**src/rtl/reg_bank_wr_arb.sv**
```systemverilog
// rtl/reg_bank_wr_arb.sv - round-robin write-port arbiter and clear sequencer for reg_bank
// Optional post-reset clear of all 32 registers is enabled by REG_BANK_WR_ARB_CLEAR_EN.
module reg_bank_wr_arb (
  input  logic        clk,
  input  logic        reset,
  input  logic        req0_valid,
  input  logic [4:0]  req0_dr,
  input  logic [31:0] req0_data,
  output logic        req0_ready,
  input  logic        req1_valid,
  input  logic [4:0]  req1_dr,
  input  logic [31:0] req1_data,
  output logic        req1_ready,
  output logic [4:0]  dr,
  output logic [31:0] wrdata,
  output logic        write,
  output logic        busy,
  output logic        last_grant
);

  logic running;

`ifdef REG_BANK_WR_ARB_CLEAR_EN
  typedef enum logic {CLEAR, RUN} state_t;
  state_t     state;
  logic [4:0] cnt;

  assign running = (state == RUN);
  assign busy    = (state == CLEAR);
`else
  assign running = 1'b1;
  assign busy    = 1'b0;
`endif

  // Contention goes to the requester that did not win last; last_grant resets to 1 so req0 wins first.
  always_comb begin
    req0_ready = 1'b0;
    req1_ready = 1'b0;
    if (running) begin
      if (req0_valid && req1_valid) begin
        if (last_grant) req0_ready = 1'b1;
        else            req1_ready = 1'b1;
      end else if (req0_valid) begin
        req0_ready = 1'b1;
      end else if (req1_valid) begin
        req1_ready = 1'b1;
      end
    end
  end

  always_ff @(posedge clk) begin
    if (reset) begin
      write      <= 1'b0;
      dr         <= 5'd0;
      wrdata     <= 32'd0;
      last_grant <= 1'b1;
`ifdef REG_BANK_WR_ARB_CLEAR_EN
      state      <= CLEAR;
      cnt        <= 5'd0;
`endif
    end
`ifdef REG_BANK_WR_ARB_CLEAR_EN
    else if (state == CLEAR) begin
      write  <= 1'b1;
      dr     <= cnt;
      wrdata <= 32'd0;
      cnt    <= cnt + 5'd1;
      if (cnt == 5'd31) state <= RUN;
    end
`endif
    else if (req0_valid && req0_ready) begin
      write      <= 1'b1;
      dr         <= req0_dr;
      wrdata     <= req0_data;
      last_grant <= 1'b0;
    end else if (req1_valid && req1_ready) begin
      write      <= 1'b1;
      dr         <= req1_dr;
      wrdata     <= req1_data;
      last_grant <= 1'b1;
    end else begin
      write <= 1'b0;
    end
  end

endmodule
```
**config.mk**
```make
export PLATFORM = sky130hd
export DESIGN_NAME = reg_bank_wr_arb
export DESIGN_NICKNAME = d
export VERILOG_FILES = /design/src/rtl/reg_bank_wr_arb.sv
export SDC_FILE = /design/constraint.sdc
export NUM_CORES = 1
export LEC_CHECK = 0
export CAP_MARGIN = 20
export CORE_UTILIZATION = 40
export CTS_CLUSTER_SIZE = 25
export DETAILED_ROUTE_END_ITERATION = 10
export DONT_BUFFER_PORTS = 1
export GPL_TIMING_DRIVEN = 0
export PLACE_DENSITY = 0.56
export SLEW_MARGIN = 10
export SYNTH_ARGS = -nofsm -noshare
export SYNTH_HDL_FRONTEND = slang
export SYNTH_SLANG_ARGS = --single-unit
```
**constraint.sdc**
```tcl
create_clock -name clk -period 2.9 [get_ports clk]
set_clock_uncertainty 0.2 [all_clocks]
set_input_delay 0.435 -clock clk [delete_from_list [all_inputs] [get_ports clk]]
set_output_delay 0.435 -clock clk [all_outputs]
set_load 0.02 [all_outputs]
```
Yosys cells after proc, flatten, opt, wreduce, memory -nomap -nowiden --
Cells that the tools add are included. W data, S select, Z words.
Storage, ports and cells: output and inout port bits 42, bits of input ports 78, latch bits 0, ROM bits 0, logic and storage cells 23, flip-flop bits (word level) 39, RAM bits 0, memories kept 0
Cells by class: multiplexer cells 15, add/sub/neg operators 0, reduce and logical (&&, ||, !) cells 4, shift operators 0, bitwise gates (word level) 0, div/mod/pow operators 0, magnitude comparators 0, multipliers 0, equal/unequal tests 0
Operators by type and width (number):
- $mux W32 | 2
- $mux W1 | 11
- $mux W5 | 2
- $logic_and A1 B1 Y1 | 3
- $reduce_bool A2 Y1 | 1

Depth between registers and ports, before layout --
Gate-level depths: netlist of the first run.
depth in word-level cells 6, depth in mapped cells 5, mapped depth without buffers 3

Worst setup path before layout of the first run --
Ideal clock, no wire load.
path kind register to register, start point register last_grant, end point register dr[0], data required time 2.578 ns, data arrival time 1.423 ns, library setup time 0.122 ns, stages on the path, launching flop included 6, slack 1.155 ns, period minus slack after synthesis 1.745 ns, buffers on the path 2, cell sequence dfxtp_1 -> a21boi_1 -> nor2b_1 -> buf_6 -> buf_6 -> a221o_1
Between the ends: longest elaborated chain between the ends 4, elaborated cells on any way between the ends 8, those cells by class mux (5); reduce/logical (3)
RTL lines:
- start: declaration | RTL line 18 | output logic last_grant
- start signal: assignment | RTL line 56 | last_grant <= 1'b1;
- start signal: assignment | RTL line 75 | last_grant <= 1'b0;
- start signal: assignment | RTL line 80 | last_grant <= 1'b1;
- $mux W1 | RTL line 41 | if (last_grant) req0_ready = 1'b1;
- $mux W1 | RTL line 40 | if (req0_valid && req1_valid) begin
- via req1_ready | RTL line 13 | output logic req1_ready,
- $logic_and A1 B1 Y1 | RTL line 76 | end else if (req1_valid && req1_ready) begin
- $reduce_bool A2 Y1 (no line)
- end signal: assignment | RTL line 73 | dr <= req0_dr;
- end signal: assignment | RTL line 78 | dr <= req1_dr;
- end: declaration | RTL line 14 | output logic [4:0] dr,
The timed path passes the listed nets, and every way through them passes these cells. A chain may end at the register's enable or synchronous reset.

Worst setup path after layout of the first run --
start point register last_grant, end point output req0_ready
Between the ends: longest elaborated chain between the ends 2
RTL lines:
- $mux W1 | RTL line 41
- $mux W1 | RTL line 40
- end: declaration | RTL line 9 | output logic req0_ready,
No other way between the ends.

==> flow_summary.yaml, run 1 <==
pwr:
  power.combinational.fraction_pct: 8.3
  worst_ir_drop_vdd_mv: 0.254
  switching_share_pct: 26.4
  power.internal_mw: 0.818
  share_clk_of_total_power_pct: 32.2
  p_seq_share_pct: 59.5
  power.net_switching_mw: 0.293
  power-per-cell-area_nw_per_um2: 655
  p_leak_nw: 0.692
floorplanning:
  fp-row-count: 22
  initial_utilization_pct: 42.0
  fp.dieW_um: 64.2
  die_h_um: 64.2
  design.die.area_um2: 4130
  coreArea_um2: 3690
  design.portCount: 120
finish:
  design_area_um2: 1700
  final_cells: 191
  layout.cells.most_common: "sky130_fd_sc_hd__dfxtp_1"
  final.fill_count: 359
  antenna_cells: 0
  layout.cells.most_common_list: "sky130_fd_sc_hd__dfxtp_1 (39), sky130_fd_sc_hd__and2_1 (37), sky130_fd_sc_hd__a221o_1 (37)"
  finish.net_count: 221
  fraction_of_layout_instances_using_a_drive_strength_above_1_pct: 11.9
  syn2layout_area_growth_pct: 9.53
placement:
  io_buffers: 0
  placed_cells: 184
  preCtsSetupSlack_ns: 1.04
  place_congestion: 0.671
  post-dp-hpwl_mm: 2.60
  placement.cell_area_um2: 1610
setup_path:
  critical_path.endpoint_type: "primary output"
  critical-path-max-stage-delay_ns: 0.48
  crit_start: "last_grant$_SDFFE_PP1P_"
  critical_path_peak_fanout: 4
  worst_path_max_delay_cell: "sky130_fd_sc_hd__dfxtp_1"
  critical_path.reg2reg.startpoint: "last_grant$_SDFFE_PP1P_"
  timing_worst_setup_path_type: "flip-flop to primary output"
  worst_ep_required_time_ns: 2.27
  path_cells: "and2b_1, nor2b_1"
  worstSetupStartpointType: "flip-flop"
  crit_arrival_ns: 1.38
sta:
  hold_ws_ns: 0.0192
  setup_repair_after_global_routing_missed_its_margin: "false"
  layout_setup_ws_ns: 0.884
  finalSetupTns_ns: 0
  slew_headroom_pct: 61.7
  timing.final.crit_period_ns: 2.02
  fmaxAchievable_ghz: 0.496
  drv_slew: 0
  timing.final.setup_violations: 0
  timing.final.crit_share_pct: 69.5
  timing.final.hold_violations: 0
  worst_pin_slew_ns: 0.572
cts:
  clockBufferDepth: 2
  path_clk_slew_ns: 0.07
  cts_post_setup_buffers_inserted: 0
  post_cts_resized: 0
  numClockSinks: 39
  inserted_clock_buffers: 5
  cts_hold_repair.buffers: 0
  clock-root-buffer: "sky130_fd_sc_hd__clkbuf_8"
  tritoncts: "yes"
  clkLatencyLatePin_ns: 0.28
  clock_tree.htree_level_count: 2
global_route:
  antenna_found_initial: 0
  grt_max_degree: 12
  overflow: 0
  grt_pass1_wl_mm: 5.18
  vias_in_the_first_global_route: 1112
  global_route.usage.total_pct: 16.9
synth:
  synth.yosys.seq_area_share_pct: 50.4
  netlist_instances: 136
  post_synth_num_cell_types: 15
  synth_nets: 214
  yosys_warnings: 0
  post_synth.cell_area_avg_um2: 11.4
  yosys_register_bits: 39
  syn-cell-area_um2: 1550
routing:
  drt_iter0_drc: 44
  route.detailed.vias_per_inst: 5.92
  finalWirelength_mm: 3.51
  detail_route.wl_per_cell_um: 18.4
  drt_antenna_net_count: 0
  post-route-drc-count: 0
  num_vias: 1131
  firstDrtPassIters: 4
job:
  max_cap_violations: 0
worst_hold_path:
  min-delay-start: "reset"
  min-delay-path-class: "input pin to flip-flop"
outcome:
  run_status: "finished, final reports clean"
routing by layer:
metal  GRT usage, %  wire length [um]  up-vias
met5              0                 0        -
li1               -                 -      525
met3           8.39               422        2
met4           6.11                19        0
met1           19.2              1450      524
met2           27.3              1610       80
through the flow:
| stage | power [mW] | utilization (%) |
|---|---|---|
| finish | 1.11 | 46.0 |
| global route | 1.17 | 46.0 |
| CTS | 1.13 | 46.0 |
| detailed placement | 0.768 | 43.6 |
| global placement | 0.764 | 43.6 |
| floorplan | 0.744 | - |
power by group through the flow:
stage	logic, mW	registers, mW	clock network, mW
after global placement	0.0899	0.674	0
after global routing	0.102	0.667	0.399
after floorplan	0.0787	0.666	0
final	0.0922	0.662	0.358
after CTS	0.0943	0.662	0.373
after detailed placement	0.0938	0.674	0
area by class of cell:
class	instances	area, um2	area share (%)
Clock buffer	6	82.6	4.87
Sequential cell	39	781	46.0
Buffer	11	86.3	5.09
Clock inverter	1	5.00	0.295
Inverter	1	3.75	0.221
Tap cell	48	60.1	3.54
Multi-Input combinational cell	85	678	40.0
worst max-delay path: cells and delay by family (launching register included):
kind / cells / cell delay (ns)
flip-flops: 1 / 0.48
AND/OR/NAND/NOR: 2 / 0.62
kinds of logic (layout without fill, tap and decap cells):
kind of cell / after synthesis / count (layout) / share of synthesized area, %
other: 1 / 1 / 0.242
AO/OA/AOI/OAI: 39 / 39 / 24.7
flip-flops: 39 / 39 / 50.4
AND/OR/NAND/NOR: 45 / 45 / 18.8
buffers and inverters: 12 / 19 / 5.82
path summary, 6_finish.rpt:
path	to	slack [ns]	cells after the start
worst min register to register	last_grant$_SDFFE_PP1P_	0.39	2
worst min-delay path	write$_SDFF_PP0_	0.02	1
worst max-delay path	req0_ready	0.88	2
worst max register to register	wrdata[16]$_SDFFE_PP0P_	1.04	5
registers in the layout, summed over array words and instances (netlist names):
register and cells:
last_grant 1, write 1, wrdata 32, dr 5
synth_stat cells (all sizes together):
master	n	area [um2]
dfxtp	39	781
inv	1	3.75
and2b	1	7.51
clkbuf	3	11.3
a21boi	1	7.51
nor3	1	10.0
a221o	37	370
o21ai	1	5.00
and2	37	231
conb	1	3.75
nor2	3	11.3
nor3b	1	18.8
buf	8	75.1
nor2b	2	12.5
No activity file was read; power rests on OpenSTA's default activity.
==> inputs of run 2 (changes only) <==
PLACE_DENSITY = 0.58   (was 0.56)
clock period = 1.72 ns   (was 2.9 ns; I/O delays follow)
==> run 2 against run 1 <==
Against the previous run:
- worst setup slack worse by 0.83 ns
- sequential cell count stayed put
- core utilization is 22 points higher
- sequential power is 69% higher
- cell area is 47% higher
- non-clock buffer count is 80 higher
- register-to-register slack worse by 0.99 ns
- sequential share of layout area is 15 points lower
- cell count is 42% higher
- global-route usage is 7.3 points higher
==> flow_summary.yaml, run 2 (same netlist as run 1, synthesis figures left out) <==
floorplanning:
  die_h_um: 64.2
  coreArea_um2: 3690
  fp-row-count: 22
  design.die.area_um2: 4130
  design.portCount: 120
  fp.dieW_um: 64.2
  initial_utilization_pct: 42.0
cts:
  numClockSinks: 39
  clock_tree.htree_level_count: 2
  path_clk_slew_ns: 0.07
  clock-root-buffer: "sky130_fd_sc_hd__clkbuf_8"
  inserted_clock_buffers: 5
  tritoncts: "yes"
  clkLatencyLatePin_ns: 0.28
  clockBufferDepth: 2
setup_path:
  critical_path.reg2reg.startpoint: "last_grant$_SDFFE_PP1P_"
  crit_start: "last_grant$_SDFFE_PP1P_"
  cp_num_buf_inv: 2
  critical_path_peak_fanout: 10
  r2r_worst_path_depth: 5
  path_cells: "a21boi_2, nor2b_1, buf_6, buf_6, a221o_1"
  worstSetupStartpointType: "flip-flop"
  worst_setup_path_end: "wrdata[13]$_SDFFE_PP0P_"
  critical-path-max-stage-delay_ns: 0.38
  critical_r2r_capture: "wrdata[13]$_SDFFE_PP0P_"
  crit_arrival_ns: 1.69
  setup.reg_to_reg.worst_slack_ns: 0.05
  worstSetupPathDepth: 5
  worst_ep_required_time_ns: 1.74
  critical_path.most_common_cell: "sky130_fd_sc_hd__buf_6"
  timing_worst_setup_path_type: "flip-flop to flip-flop"
  kind_of_cell_with_the_highest_combined_delay_on_the_critical_path: "compound AO/OA/AOI/OAI gates"
  critical_path.endpoint_type: "flip-flop"
  worst_path_max_delay_cell: "sky130_fd_sc_hd__dfxtp_4"
routing:
  firstDrtPassIters: 4
  detail_route.wl_per_cell_um: 17.7
  route.detailed.vias_per_inst: 5.48
  num_vias: 1491
  drt_antenna_net_count: 0
  finalWirelength_mm: 4.82
  post-route-drc-count: 0
  drt_iter0_drc: 80
global_route:
  antenna_found_initial: 0
  grt_pass1_wl_mm: 7.56
  vias_in_the_first_global_route: 1605
  global_route.usage.total_pct: 24.2
  overflow: 0
  grt_max_degree: 12
sta:
  drv_slew: 0
  timing.final.hold_violations: 0
  timing.final.crit_share_pct: 97.0
  fmaxAchievable_ghz: 0.599
  setup_repair_after_global_routing_missed_its_margin: "false"
  timing.final.crit_period_ns: 1.67
  layout_setup_ws_ns: 0.0515
  worst_pin_slew_ns: 0.561
  slew_headroom_pct: 62.4
  timing.final.setup_violations: 0
finish:
  max_flop_register: "wrdata"
  layout.cells.most_common_list: "sky130_fd_sc_hd__dlygate4sd3_1 (77), sky130_fd_sc_hd__dfxtp_1 (38), sky130_fd_sc_hd__and2_1 (37), sky130_fd_sc_hd__a221o_1 (37), sky130_fd_sc_hd__buf_4 (7)"
  layout.cells.most_common: "sky130_fd_sc_hd__dlygate4sd3_1"
  syn2layout_area_growth_pct: 61.1
  final_cells: 272
  fraction_of_layout_instances_using_a_drive_strength_above_1_pct: 10.3
  layout_top_registers: "wrdata (32), dr (5)"
  antenna_cells: 0
  finish.net_count: 301
  final.fill_count: 268
  largest_reg_flops: 32
job:
  max_cap_violations: 0
placement:
  io_buffers: 0
  post-dp-hpwl_mm: 2.76
  preCtsSetupSlack_ns: -0.189
  placed_cells: 184
  place_congestion: 0.675
outcome:
  run_status: "finished, final reports clean"
pwr:
  power-per-cell-area_nw_per_um2: 807
  worst_ir_drop_vdd_mv: 0.559
  p_leak_nw: 1.03
worst_hold_path:
  min-delay-path-class: "input pin to flip-flop"
  number_of_cells_on_the_worst_hold_path: 3
-- run 2: cell count changes in the layout (fill, tap and decap cells not counted), sizes merged --
| cell | change |
|---|---|
| clkbuf | +1 |
| buf | +3 |
| dlygate4sd3 | +77 |
-- run 2: metrics by stage --
step / power, mW / hold slack (ns) / utilization, % / area (um2) / setup TNS, ns
6_report: 2.01 / 0.0983 / 67.6 / 2490 / 0
3_5_place_dp: 1.30 / 0.135 / 43.7 / 1610 / -5.13
5_1_grt: 2.11 / 0.104 / 67.6 / 2490 / 0
2_1_floorplan: 1.26 / 0.130 / - / 1550 / 0
3_3_place_gp: 1.29 / 0.134 / 43.7 / 1610 / -3.99
4_1_cts: 2.02 / 0.114 / 67.5 / 2490 / 0
-- run 2: what timing repair did --
action                                  4_1_cts  5_1_grt
pin swaps                                     1        0
hold buffers                                 77        0
endpoints found under the hold margin        39        0
setup buffers                                 3        0
gates resized for setup                       2        2
endpoints found under the setup margin       38       13
-- run 2: report_power, final --
group	switching [mW]	total, mW	internal (mW)
logic	0.106	0.316	0.209
clock network	0.293	0.577	0.284
registers	0.143	1.12	0.979
total	0.542	2.01	1.47
-- run 2: layout make-up --
type	count	area, um2	share of cell area [%]
buffer	11	86.3	3.46
tap	48	60.1	2.41
inverter	1	3.75	0.150
clock inverter	1	5.00	0.201
sequential	39	785	31.4
clock buffer	7	76.3	3.06
multi-input combinational	85	686	27.5
timing repair buffer	80	793	31.8
-- run 2: worst min path at each step --
stage	start	to	slack, ns
after floorplan	reset	write$_SDFF_PP0_	0.13
after global routing	req1_valid	last_grant$_SDFFE_PP1P_	0.10
final	req1_valid	last_grant$_SDFFE_PP1P_	0.1
after CTS	req1_valid	last_grant$_SDFFE_PP1P_	0.11
after detailed placement	reset	write$_SDFF_PP0_	0.14
after global placement	reset	write$_SDFF_PP0_	0.13
-- run 2: worst reg2reg max path, delay by kind of cell (launching register included) --
kind | cells | cell delay (ns)
compound gates | 2 | 0.47
buf+inv | 2 | 0.34
flops | 1 | 0.38
simple gates | 1 | 0.22
-- run 2: metal layers --
| layer | wire length, um | share of wire (%) | track usage (%) |
|---|---|---|---|
| met1 | 1880 | 39 | 25.4 |
| met5 | 0 | 0 | 0 |
| met3 | 318 | 6.6 | 6.61 |
| met4 | 155 | 3.2 | 11.7 |
| met2 | 2460 | 51 | 44.1 |
